File: src/rtl/mem_arbiter.sv
// mem_arbiter: shares a single-ported RAM between instruction fetch and the
// data stage. One transaction at a time, fixed RAM_LAT busy cycles, hit
// pulses issued combinationally in the final busy cycle.
module mem_arbiter #(
  parameter int RAM_LAT = 2,
  parameter bit DPRIO   = 1'b1
) (
  input  logic        CLK,
  input  logic        RST,
  // fetch side
  input  logic        iREN,
  input  logic [31:0] iaddr,
  output logic        ihit,
  output logic [31:0] iload,
  // data side
  input  logic        dREN,
  input  logic        dWEN,
  input  logic [31:0] daddr,
  input  logic [31:0] dstore,
  output logic        dhit,
  output logic [31:0] dload,
  // RAM side
  output logic        ramREN,
  output logic        ramWEN,
  output logic [31:0] ramaddr,
  output logic [31:0] ramstore,
  input  logic [31:0] ramload
);

  localparam int CW = $clog2(RAM_LAT + 1);
  localparam logic [CW-1:0] CNT_INIT = CW'(RAM_LAT - 1);

  typedef enum logic [1:0] {IDLE, IBUSY, DBUSY} state_t;

  state_t        state, state_n;
  logic [CW-1:0] cnt;
  logic [31:0]   addr_q, store_q;
  logic          wr_q, last_d;

  logic d_req, grant_d, grant_i, i_keep, d_keep, last_cyc;

  // Arbitration: only evaluated in IDLE; the completion cycle returns to
  // IDLE first, so a waiting requester is granted one cycle later.
  always_comb begin
    d_req    = dREN | dWEN;
    grant_d  = (state == IDLE) & d_req & (~iREN | DPRIO | ~last_d);
    grant_i  = (state == IDLE) & iREN & ~grant_d;
    // A read survives only while the requester still wants the same address;
    // writes are committed once granted.
    i_keep   = iREN & (iaddr == addr_q);
    d_keep   = wr_q | (dREN & (daddr == addr_q));
    last_cyc = (cnt == '0);
  end

  // Next state and all outputs; outputs are zero unless a transaction is busy.
  always_comb begin
    state_n  = state;
    ihit     = 1'b0;
    iload    = '0;
    dhit     = 1'b0;
    dload    = '0;
    ramREN   = 1'b0;
    ramWEN   = 1'b0;
    ramaddr  = '0;
    ramstore = '0;
    case (state)
      IDLE: begin
        if (grant_d)      state_n = DBUSY;
        else if (grant_i) state_n = IBUSY;
      end
      IBUSY: begin
        ramREN   = 1'b1;
        ramaddr  = addr_q;
        ramstore = store_q;
        if (!i_keep) begin
          state_n = IDLE;
        end else if (last_cyc) begin
          ihit    = 1'b1;
          iload   = ramload;
          state_n = IDLE;
        end
      end
      DBUSY: begin
        ramREN   = ~wr_q;
        ramWEN   = wr_q;
        ramaddr  = addr_q;
        ramstore = store_q;
        if (!d_keep) begin
          state_n = IDLE;
        end else if (last_cyc) begin
          // A write completes regardless; the hit is only reported if the
          // data stage is still asking for it.
          dhit    = wr_q ? dWEN : 1'b1;
          dload   = wr_q ? '0 : ramload;
          state_n = IDLE;
        end
      end
      default: state_n = IDLE;
    endcase
  end

  // State register, grant-time capture of the request, busy counter.
  always_ff @(posedge CLK) begin
    if (RST) begin
      state   <= IDLE;
      cnt     <= '0;
      addr_q  <= '0;
      store_q <= '0;
      wr_q    <= 1'b0;
      last_d  <= 1'b0;
    end else begin
      state <= state_n;
      if (grant_d | grant_i) begin
        addr_q  <= grant_d ? daddr : iaddr;
        store_q <= dstore;
        wr_q    <= dWEN;
        cnt     <= CNT_INIT;
        last_d  <= grant_d;
      end else if (state != IDLE && !last_cyc) begin
        cnt <= cnt - 1'b1;
      end
    end
  end

endmodule
File: config.mk
export PLATFORM = sky130hd
export DESIGN_NAME = mem_arbiter
export DESIGN_NICKNAME = d
export VERILOG_FILES = /design/src/rtl/mem_arbiter.sv
export SDC_FILE = /design/constraint.sdc
export NUM_CORES = 1
export LEC_CHECK = 0
export ABC_CLOCK_PERIOD_IN_PS = 3300
export CELL_PAD_IN_SITES_DETAIL_PLACEMENT = 2
export CELL_PAD_IN_SITES_GLOBAL_PLACEMENT = 2
export CORE_UTILIZATION = 20
export DETAILED_ROUTE_END_ITERATION = 10
export GPL_TIMING_DRIVEN = 1
export PLACE_DENSITY_LB_ADDON = 0.05
export SLEW_MARGIN = 10
export SYNTH_ARGS = -nofsm -noshare
export SYNTH_HDL_FRONTEND = slang
export SYNTH_SLANG_ARGS = --single-unit
File: constraint.sdc
create_clock -name CLK -period 3.3 [get_ports CLK]
set_clock_uncertainty 0.15 [all_clocks]
set_input_delay 0.66 -clock CLK [delete_from_list [all_inputs] [get_ports CLK]]
set_output_delay 0.66 -clock CLK [all_outputs]
set_load 0.1 [all_outputs]
# Yosys cells after proc, flatten, opt, wreduce, memory -nomap -nowiden
# Index checks and enable logic that the tools add are counted.
word_totals:
  output_inout_bits: 132
  ff_bits: 69
classes:
  n_addsub: 1
  reduce_logical: 8
  bitwise: 10
  n_eq_ne: 5
  mux: 27
ops:
  columns: ["cell", "count"]
  rows:
  - ["$mux 32", 10]
  - ["$eq 32x32->1", 2]
  - ["$mux 1", 10]
  - ["$mux 2", 5]
  - ["$pmux 2 s3", 1]
  - ["$and 1x1->1", 5]
  - ["$logic_not 2->1", 2]
  - ["$reduce_bool 2->1", 2]
  - ["$reduce_or 2->1", 2]
  - ["$ne 3x3->1 const B", 1]
  - ["$or 1x1->1", 3]
  - ["$eq 2x1->1 const B", 1]
  - ["$eq 2x2->1 const B", 1]
  - ["$not 1->1", 2]
  - ["$pmux 1 s2", 1]
  - ["$sub 2x1->2 const B", 1]
  - ["$logic_and 1x1->1", 1]
  - ["$logic_not 1->1", 1]

# Logic depth before layout (Yosys ltp)
# Gate-level depths: netlist of the first run.
logic_depth:
  ltp_word: 7
  depth_mapped: 8

# Worst setup path after synthesis of the first run
# No wires, ideal clock.
synth_timing:
  kind: "input to output"
  start: "input port iaddr[16]"
  end: "output port iload[0]"
  t_arrival_ns: 2.927
  setup_slack_ns: -0.437
  path_buffers: 1
  path_stages: 6
  required_ns: 2.490
  path_cell_list: "xor2_1 a211o_1 or4_4 nor4_4 clkbuf_2 and3_1"
synth_via:
  elab_chain_len: 4
synth_rtl:
  columns: ["element", "line_no", "text"]
  rows:
  - ["start: declaration", "12", "input logic [31:0] iaddr,"]
  - ["$eq 32x32->1", "50", "i_keep = iREN & (iaddr == addr_q);"]
  - ["$and 1x1->1", "50", null]
  - ["$mux 32", "75", "if (!i_keep) begin"]
  - ["$mux 32", "66", "case (state)"]
  - ["end: declaration", "14", "output logic [31:0] iload,"]
# Every way passes these cells.

# Final worst setup path of the first run
layout_timing:
  start: "input port iaddr[16]"
  end: "output port iload[23]"
# Same word-level chain as after synthesis.

==> results of run 1 <==
path summary, 6_finish.rpt:
kind              start         end  slack, ns  depth (start not counted)
min          store_q[5]  store_q[5]       0.30                          2
max reg2reg    state[1]    state[0]       0.60                         11
max           iaddr[16]   iload[23]      -0.33                         10
min reg2reg  store_q[5]  store_q[5]       0.30                          2
layer usage:
layer  vias up  wire, microns
met3        20           1700
met5         -              0
met1      2524          10000
met2       192          12000
met4         0            319
li1       2440              -
sequential cells by signal, summed over array words and instances, names as in the netlist:
name,count
addr_q,32
store_q,32
state,2
cnt,2
wr_q,1
layout make-up:
cell class / instances / area share
timing repair buffer: 310 / 0.443
multi-input combinational: 444 / 0.346
sequential: 69 / 0.140
tap: 280 / 0.0353
clock buffer: 10 / 0.0241
clock inverter: 6 / 0.00870
inverter: 6 / 0.00227
antenna: 2 / 0.000504
layout by cell type (no fill, tap or decap), types with 11 or more instances in the layout:
master	count
sky130_fd_sc_hd__xnor2_1	15
sky130_fd_sc_hd__and2_4	33
sky130_fd_sc_hd__nor2_1	35
sky130_fd_sc_hd__a21oi_1	35
sky130_fd_sc_hd__mux2i_1	32
sky130_fd_sc_hd__clkbuf_2	12
sky130_fd_sc_hd__xor2_1	22
sky130_fd_sc_hd__buf_12	140
sky130_fd_sc_hd__dfxtp_1	63
sky130_fd_sc_hd__a211oi_1	32
sky130_fd_sc_hd__and2_1	65
sky130_fd_sc_hd__dlygate4sd2_1	19
sky130_fd_sc_hd__buf_4	31
sky130_fd_sc_hd__nand2_1	69
sky130_fd_sc_hd__xnor2_2	16
sky130_fd_sc_hd__clkdlybuf4s50_1	72
sky130_fd_sc_hd__and3_4	33
sky130_fd_sc_hd__xor2_2	11
power by group:
group | leakage, nW | total [mW] | internal (mW) | switching [mW]
Clock | 0.158 | 1.09 | 0.681 | 0.410
Sequential | 0.575 | 1.00 | 0.914 | 0.0895
Combinational | 3.39 | 1.22 | 0.507 | 0.710
Total | 4.12 | 3.31 | 2.10 | 1.21
worst register-to-register path, cell delays in order (launching register included):
cell and delay, ns:
sky130_fd_sc_hd__dfxtp_2 0.32, sky130_fd_sc_hd__inv_2 0.08, sky130_fd_sc_hd__ha_4 0.14, sky130_fd_sc_hd__nand2_2 0.06, sky130_fd_sc_hd__a211o_1 0.22, sky130_fd_sc_hd__or4_4 0.55
sky130_fd_sc_hd__nor4_4 0.28, sky130_fd_sc_hd__buf_4 0.17, sky130_fd_sc_hd__buf_8 0.13, sky130_fd_sc_hd__buf_4 0.11, sky130_fd_sc_hd__nor3_1 0.08, sky130_fd_sc_hd__a221oi_1 0.31
logic make-up after synthesis:
logic type      count (synthesis)
buf+inv                        50
mux                            32
flops                          69
fa+ha+maj                       5
xor+xnor                       64
compound gates                 79
simple gates                  264
what timing repair did:
item,4_1_cts,5_1_grt
pin swaps,33,40
gates resized for setup,141,79
buffers inserted,16,3
cloned,6,1
endpoints found under the setup margin,66,66
==> flow_summary.ini, run 1 <==
[final_layout]
nFillCells = 2261
final-seq-area_sq_um = 1390
stdcell_count = 1127
layout.cell_area.non_filler_sq_um = 9920
final_nets = 978
drive_gt1_frac = 0.402
utilization = 0.456
syn_to_final_growth_pct = 124
multi_input_comb_area_sq_um = 3430

[floorplanning]
initial_core_util = 0.204
floorplan.die.width_microns = 151
design.die.area_sq_um = 22700
floorplan.die.height_microns = 151
io_pins = 265
fp.coreArea_sq_um = 21800
floorplan.rows = 54

[synthesis]
synth-seq-cells = 69
yosysWarnings = 0
leading_register_cell_type_out_of_synthesis = sky130_fd_sc_hd__dfxtp_1
synth-seq-area-share = 0.312
synth-edff-count = 0
synth-simple-area-share = 0.318
mappedNetlistArea_sq_um = 4430
ys_types = 35
netlist_instances = 563
synth-adder-area-share = 0.0141
postSynth.asyncResetShare = 0
yosysTopAreaCellShare = 0.312
synth.area.mux_share = 0.0723
synth.area.top_cells = sky130_fd_sc_hd__dfxtp_1 31%, sky130_fd_sc_hd__and2_1 14%, sky130_fd_sc_hd__mux2i_1 7.2%, sky130_fd_sc_hd__xor2_1 6.5%, sky130_fd_sc_hd__xnor2_1 6.1%
combinational_family_with_the_most_area_after_synthesis = simple AND/OR/NAND/NOR gates
synth_commonest_cells = 98 x sky130_fd_sc_hd__and2_1, 70 x sky130_fd_sc_hd__nand2_1, 69 x sky130_fd_sc_hd__dfxtp_1, 39 x sky130_fd_sc_hd__clkbuf_1
synth.largest_area_cell = sky130_fd_sc_hd__dfxtp_1
nets_in_the_synthesized_netlist = 701
synthesized_area_per_cell_sq_um = 7.87
yosys.cell_count.top_type = sky130_fd_sc_hd__and2_1
synth-xor-area-share = 0.127
synth_compound_gate_area_share = 0.114

[route]
postRouteWirelength_microns = 24000
wl_per_cell_microns = 21.3
detail_route.first_pass.iterations = 4
via_count = 5176
detail_route.vias_per_cell = 4.59
drt_first_iter_violations = 110
drcViolationCount = 0
final_antenna_net_count = 0

[placed_design]
numPortBuffers = 264
gpl.final_weighted_congestion = 0.762
placed_cell_area_sq_um = 9060
detailed_placer_s_ending_hpwl_microns = 17500
placed_cells_incl_taps = 1091
pre_cts_ws_ns = -0.670

[power_and_ir_drop]
finalPower_mw = 3.31
power-per-cell-area_nw_per_um2 = 334
power_leakage_nw = 4.12
vdd_ir_drop_max_mv = 0.240

[outcome]
outcome = finished with violations
violations = setup timing

[worst_setup_path]
critical_path.cell_chain = clkbuf_2 > xor2_1 > a211o_1 > or4_4 > nor4_4 > buf_4 > buf_8 > buf_12 > and3_4 > buf_12
crit_arrival_ns = 2.82
critical_path.startpoint_type = input port
cp_num_buf_inv = 5
critical-path-max-stage-delay_ns = 0.55
crit_path_end_kind = primary output
critical-path-top-delay-family = simple AND/OR/NAND/NOR gates
critical_path_s_most_frequent_cell = sky130_fd_sc_hd__buf_12
criticalPathCategory = in2out
crit_path_max_fanout = 8
critPathSlowestCell = sky130_fd_sc_hd__or4_4
worstPathRequired_ns = 2.49

[global_route]
number_of_antenna_violations_at_the_first_check_in_global_routing = 1
overall_global_routing_usage = 0.210
via_count_of_the_first_global_routing_pass = 5713
grt-busiest-layer = met2
grt_start_max_net_pins = 52
grt_pass1_wl_microns = 35300
grt_overflow = 0
grt.met3_usage = 0.0536
use_met1 = 0.249
grt_util_met2 = 0.369

[timing]
relative_slew_slack = 0.407
worst_pin_slew_ns = 0.890
minimum_clock_period_ns = 3.63
max_clock_freq_ghz = 0.276
final_hold_viol_count = 0
fin_tns_setup_ns = -15.84
worst_hold_slack_ns = 0.303
timing.final.ws_setup_ns = -0.327
report.final.slew_viol_count = 0
timing.final.crit_share = 1.10
grt_setup_unrepaired = yes
setup_viol = 66

[clock_network]
h-tree-depth = 3
clock_tree_from_tritoncts = done
cts_buffer_depth = 2
clk_latency_ns = 0.35
cts.reportedPaths.clkPinSlew_ns = 0.05
clockRootBuffer = sky130_fd_sc_hd__clkbuf_16
ctsHoldBuffers = 0
cts-buffers-inserted = 9
cts_sinks = 69

[flow_run]
maxCapViolations = 0

[worst_hold_path]
worstHoldPathType = reg2reg
(Power assumes the default switching activity.)
==> run 2, diff against run 1 <==
--- a/config.mk
+++ b/config.mk
@@ -5,7 +5,7 @@
 export SDC_FILE = /design/constraint.sdc
 export NUM_CORES = 1
 export LEC_CHECK = 0
-export ABC_CLOCK_PERIOD_IN_PS = 3300
+export ABC_CLOCK_PERIOD_IN_PS = 4100
 export CELL_PAD_IN_SITES_DETAIL_PLACEMENT = 2
 export CELL_PAD_IN_SITES_GLOBAL_PLACEMENT = 2
 export CORE_UTILIZATION = 20
==> constraint.sdc (replaced) <==
create_clock -name CLK -period 4.1 [get_ports CLK]
set_clock_uncertainty 0.15 [all_clocks]
set_input_delay 0.82 -clock CLK [delete_from_list [all_inputs] [get_ports CLK]]
set_output_delay 0.82 -clock CLK [all_outputs]
set_load 0.1 [all_outputs]
==> flow_summary.ini, run 2 (same netlist as run 1, synthesis figures left out) <==
[outcome]
outcome = finished, final reports clean

[global_route]
overall_global_routing_usage = 0.193
via_count_of_the_first_global_routing_pass = 5435
grt_overflow = 0
grt_start_max_net_pins = 54
number_of_antenna_violations_at_the_first_check_in_global_routing = 3
grt_pass1_wl_microns = 32900

[power_and_ir_drop]
power_switching_share = 0.359
share_clk_of_total_power = 0.368
power-per-cell-area_nw_per_um2 = 294
share_comb_of_total_power = 0.327
power.internal_mw = 1.68
power.switching_mw = 0.943
power.sequential.fraction = 0.305
finalPower_mw = 2.62
power_leakage_nw = 3.95
vdd_ir_drop_max_mv = 0.184

[worst_hold_path]
worstHoldPathType = reg2reg

[final_layout]
most-common-layout-cells = 91 x sky130_fd_sc_hd__clkdlybuf4s50_1, 85 x sky130_fd_sc_hd__buf_4, 69 x sky130_fd_sc_hd__nand2_1, 69 x sky130_fd_sc_hd__dfxtp_1, 69 x sky130_fd_sc_hd__buf_12
stdcell_count = 1109
final_nets = 961
syn_to_final_growth_pct = 101
mostFrequentLayoutCell = sky130_fd_sc_hd__clkdlybuf4s50_1
largest_registers = addr_q x32, store_q x32
drive_gt1_frac = 0.329

[floorplanning]
floorplan.die.height_microns = 151
design.die.area_sq_um = 22700
io_pins = 265
floorplan.die.width_microns = 151
fp.coreArea_sq_um = 21800
floorplan.rows = 54
initial_core_util = 0.204

[placed_design]
pre_cts_ws_ns = -0.303
placed_cells_incl_taps = 1079
detailed_placer_s_ending_hpwl_microns = 16900
numPortBuffers = 264
gpl.final_weighted_congestion = 0.773

[worst_setup_path]
crit_path_max_fanout = 2
worstPathRequired_ns = 3.13
critical-path-max-stage-delay_ns = 0.54
critical_path.cell_chain = dlygate4sd2_1 > xnor2_1 > buf_4 > nand4_1 > or4_4 > nor3_4 > buf_4 > buf_4 > buf_4 > buf_4 > o221a_4 > buf_12
criticalPathCategory = in2out
crit_path_end_kind = primary output
crit_arrival_ns = 3.06
critical-path-top-delay-family = buffers and inverters
critical_path_s_most_frequent_cell = sky130_fd_sc_hd__buf_4
critPathSlowestCell = sky130_fd_sc_hd__or4_4
critical_path.startpoint_type = input port
cp_num_buf_inv = 7

[timing]
worst_pin_slew_ns = 1.06
timing.final.ws_setup_ns = 0.0728
max_clock_freq_ghz = 0.248
relative_slew_slack = 0.293
report.final.slew_viol_count = 0
fin_tns_setup_ns = 0
final_hold_viol_count = 0
timing.final.crit_share = 0.982
minimum_clock_period_ns = 4.03
setup_viol = 0

[route]
final_antenna_net_count = 0
detail_route.first_pass.iterations = 4
wl_per_cell_microns = 20.3
drt_first_iter_violations = 119
postRouteWirelength_microns = 22600
via_count = 5015
drcViolationCount = 0
detail_route.vias_per_cell = 4.52

[clock_network]
cts_buffer_depth = 2
ctsHoldBuffers = 0
h-tree-depth = 3
clockRootBuffer = sky130_fd_sc_hd__clkbuf_16
cts.reportedPaths.clkPinSlew_ns = 0.05
cts-buffers-inserted = 9
cts_sinks = 69
clock_tree_from_tritoncts = done
clk_latency_ns = 0.34

[flow_run]
maxCapViolations = 0
-- run 2: changes by cell type in the layout (fill, tap and decap cells not counted), sizes merged --
cell / previous run / this run
buf: 187 / 160
bufinv: 2 / 3
clkbuf: 23 / 13
clkdlybuf4s15: 11 / 0
clkdlybuf4s50: 72 / 91
clkinv: 3 / 1
diode: 2 / 1
dlygate4sd2: 19 / 13
dlymetal6s2s: 8 / 27
-- run 2: final timing paths --
path | from | end | slack [ns] | depth (start not counted)
max | daddr[20] | dhit | 0.07 | 12
max reg2reg | state[1] | state[0] | 1.21 | 12
min reg2reg | store_q[5] | store_q[5] | 0.30 | 2
min | store_q[5] | store_q[5] | 0.30 | 2
-- run 2: layout make-up --
cell class / count / area (sq um)
fillers: 2341 / 12800
repair buffers: 293 / 3500
multi-input cells: 444 / 3300
flip-flops and latches: 69 / 1380
well taps: 280 / 350
clock buffers: 11 / 253
clock inverters: 5 / 106
inverters: 6 / 22.5
diodes: 1 / 2.50
-- run 2: worst reg2reg max path, stage by stage, from the launching register on --
cell and delay, ns:
sky130_fd_sc_hd__dfxtp_1 0.34, sky130_fd_sc_hd__inv_1 0.12, sky130_fd_sc_hd__ha_1 0.20, sky130_fd_sc_hd__nand2_2 0.09, sky130_fd_sc_hd__a211o_1 0.28, sky130_fd_sc_hd__or4_4 0.54
sky130_fd_sc_hd__nor4_4 0.23, sky130_fd_sc_hd__buf_6 0.17, sky130_fd_sc_hd__buf_8 0.12, sky130_fd_sc_hd__buf_6 0.12, sky130_fd_sc_hd__buf_4 0.11, sky130_fd_sc_hd__nor3_1 0.07
sky130_fd_sc_hd__a221oi_1 0.26
-- run 2: per-layer routing --
layer  routed length, microns  vias up  part of all wire  global-route usage
li1                         -     2411                 -                   -
met1                     9620     2426              0.43               0.240
met2                    11200      165              0.50               0.332
met3                     1520       11             0.067              0.0524
met4                      187        2            0.0083              0.0425
met5                       13        -           0.00058                   0
-- run 2: stage by stage --
step / instance area, sq um / utilization / hold WS (ns)
floorplan: 4430 / - / 0.282
global placement: 7920 / 0.364 / 0.288
detailed placement: 7920 / 0.364 / 0.298
CTS: 8580 / 0.395 / 0.308
global route: 8910 / 0.410 / 0.327
finish: 8920 / 0.410 / 0.305
-- run 2: what timing repair did --
action / CTS / global route
buffers inserted: 5 / 6
pin swaps: 3 / 17
gates cloned: 2 / 2
resized for setup: 72 / 70
endpoints found under the setup margin: 66 / 65
-- run 2: power by group through the flow --
stage / clock network, mW / logic (mW) / registers [mW]
detailed placement: 0 / 0.846 / 0.811
global placement: 0 / 0.831 / 0.805
global route: 1.03 / 0.917 / 0.811
CTS: 0.997 / 0.864 / 0.800
floorplan: 0 / 0.520 / 0.794
finish: 0.964 / 0.859 / 0.801
==> run 3, diff against run 2 <==
--- a/config.mk
+++ b/config.mk
@@ -8,6 +8,7 @@
 export ABC_CLOCK_PERIOD_IN_PS = 4100
 export CELL_PAD_IN_SITES_DETAIL_PLACEMENT = 2
 export CELL_PAD_IN_SITES_GLOBAL_PLACEMENT = 2
+export CORE_MARGIN = 4
 export CORE_UTILIZATION = 20
 export DETAILED_ROUTE_END_ITERATION = 10
 export GPL_TIMING_DRIVEN = 1
==> flow_summary.ini, run 3 (same netlist as run 1, synthesis figures left out) <==
[final_layout]
most-common-layout-cells = 87 x sky130_fd_sc_hd__clkdlybuf4s50_1, 85 x sky130_fd_sc_hd__buf_4, 69 x sky130_fd_sc_hd__nand2_1, 69 x sky130_fd_sc_hd__dfxtp_1, 69 x sky130_fd_sc_hd__buf_12
mostFrequentLayoutCell = sky130_fd_sc_hd__clkdlybuf4s50_1
largest_registers = addr_q x32, store_q x32
syn_to_final_growth_pct = 102
layout.cell_area.non_filler_sq_um = 8950
drive_gt1_frac = 0.336
utilization = 0.410
stdcell_count = 1116
final_nets = 964

[clock_network]
cts-buffers-inserted = 9
clk_latency_ns = 0.34
cts_sinks = 69
cts.reportedPaths.clkPinSlew_ns = 0.05
cts_buffer_depth = 2
clock_tree_from_tritoncts = done
clockRootBuffer = sky130_fd_sc_hd__clkbuf_16
h-tree-depth = 3

[placed_design]
placed_cells_incl_taps = 1082
gpl.final_weighted_congestion = 0.840
detailed_placer_s_ending_hpwl_microns = 18200
placed_cell_area_sq_um = 7950
pre_cts_ws_ns = -0.277
numPortBuffers = 264

[worst_setup_path]
critPathSlowestCell = sky130_fd_sc_hd__nor4_2
crit_arrival_ns = 3.07
critical-path-max-stage-delay_ns = 0.40
worstPathRequired_ns = 3.13
critPathLaunch = daddr[16]
criticalPathCategory = in2out
crit_path_end_kind = primary output
crit_path_max_fanout = 8
critical_path.cell_chain = dlygate4sd2_1 > xor2_1 > nor4_2 > buf_4 > nand4_1 > nor3_4 > and3_4 > bufbuf_16 > and2_4 > buf_12
critical_path.startpoint_type = input port
rr_startpoint = state[1]

[timing]
relative_slew_slack = 0.391
final_hold_viol_count = 0
worst_pin_slew_ns = 0.913
timing.final.ws_setup_ns = 0.0633
timing.final.crit_share = 0.985
max_clock_freq_ghz = 0.248
setup_viol = 0
worst_hold_slack_ns = 0.303
report.final.slew_viol_count = 0
grt_setup_unrepaired = no
minimum_clock_period_ns = 4.04

[power_and_ir_drop]
power.sequential.fraction = 0.309
power_switching_share = 0.359
power.internal_mw = 1.66
share_clk_of_total_power = 0.358
vdd_ir_drop_max_mv = 0.211
power.switching_mw = 0.931
share_comb_of_total_power = 0.333
power-per-cell-area_nw_per_um2 = 290
power_leakage_nw = 3.83

[route]
detail_route.first_pass.iterations = 6
drt_first_iter_violations = 134
postRouteWirelength_microns = 23900
final_antenna_net_count = 0
drcViolationCount = 0
via_count = 5080
wl_per_cell_microns = 21.4
detail_route.vias_per_cell = 4.55

[worst_hold_path]
worstHoldPathType = reg2reg
min_from = store_q[15]

[floorplanning]
floorplan.die.height_microns = 157
fp.coreArea_sq_um = 21800
floorplan.die.width_microns = 157
design.die.area_sq_um = 24600
io_pins = 265
initial_core_util = 0.203
floorplan.rows = 54

[global_route]
grt_overflow = 0
grt_pass1_wl_microns = 35400
via_count_of_the_first_global_routing_pass = 5677
number_of_antenna_violations_at_the_first_check_in_global_routing = 6
overall_global_routing_usage = 0.189
grt_start_max_net_pins = 42

[flow_run]
maxCapViolations = 0

[outcome]
outcome = finished, final reports clean
-- run 3: cell types whose count changed in the layout (fill, tap and decap cells not counted), sizes merged --
cell | previous run | this run
buf | 160 | 163
bufbuf | 0 | 1
clkbuf | 13 | 14
clkdlybuf4s15 | 0 | 1
clkdlybuf4s50 | 91 | 87
clkinvlp | 1 | 0
diode | 1 | 5
dlygate4sd2 | 13 | 35
dlymetal6s2s | 27 | 7
-- run 3: power by group through the flow --
stage	sequential [mW]	combinational, mW	clock (mW)
after floorplan	0.794	0.520	0
after global placement	0.804	0.840	0
after detailed placement	0.811	0.853	0
after CTS	0.801	0.871	0.952
after global routing	0.812	0.926	0.988
final	0.802	0.864	0.928
-- run 3: final timing paths --
kind | endpoint | slack [ns] | cells past startpoint
min reg2reg | store_q[15] | 0.30 | 2
max | dload[24] | 0.06 | 10
max reg2reg | state[0] | 1.17 | 12
min | store_q[15] | 0.30 | 2
-- run 3: per-layer routing --
layer	vias up	share of wire	GRT usage
li1	2425	-	-
met1	2455	0.43	0.242
met2	176	0.49	0.325
met3	18	0.069	0.0492
met4	6	0.0093	0.0326
met5	-	0.0014	0
-- run 3: repair_timing --
action                                  4_1_cts  5_1_grt
endpoints found under the setup margin       66       56
gates resized for setup                     115       36
pin swaps                                    28       13
hold buffers                                  0        0
buffers inserted                              7        1
cloned                                        6        1
-- run 3: critical path: cells and delay by family --
kind                   cells  cell delay [ns]
XOR/XNOR                   1             0.16
buffers and inverters      4             0.88
AND/OR/NAND/NOR            5             1.20
-- run 3: area by class of cell --
class,instances,area [sq um]
antenna,5,12.5
tap,280,350
inverter,6,22.5
clock buffer,12,246
fill,2323,12900
clock inverter,4,95.1
multi-input combinational,444,3320
timing repair buffer,296,3530
sequential,69,1380
-- run 3: stage by stage --
step                      setup TNS [ns]  total power, mW
final                                  0             2.59
after global routing                   0             2.73
after CTS                              0             2.63
after detailed placement          -11.78             1.66
after global placement             -7.84             1.64
after floorplan                        0             1.31
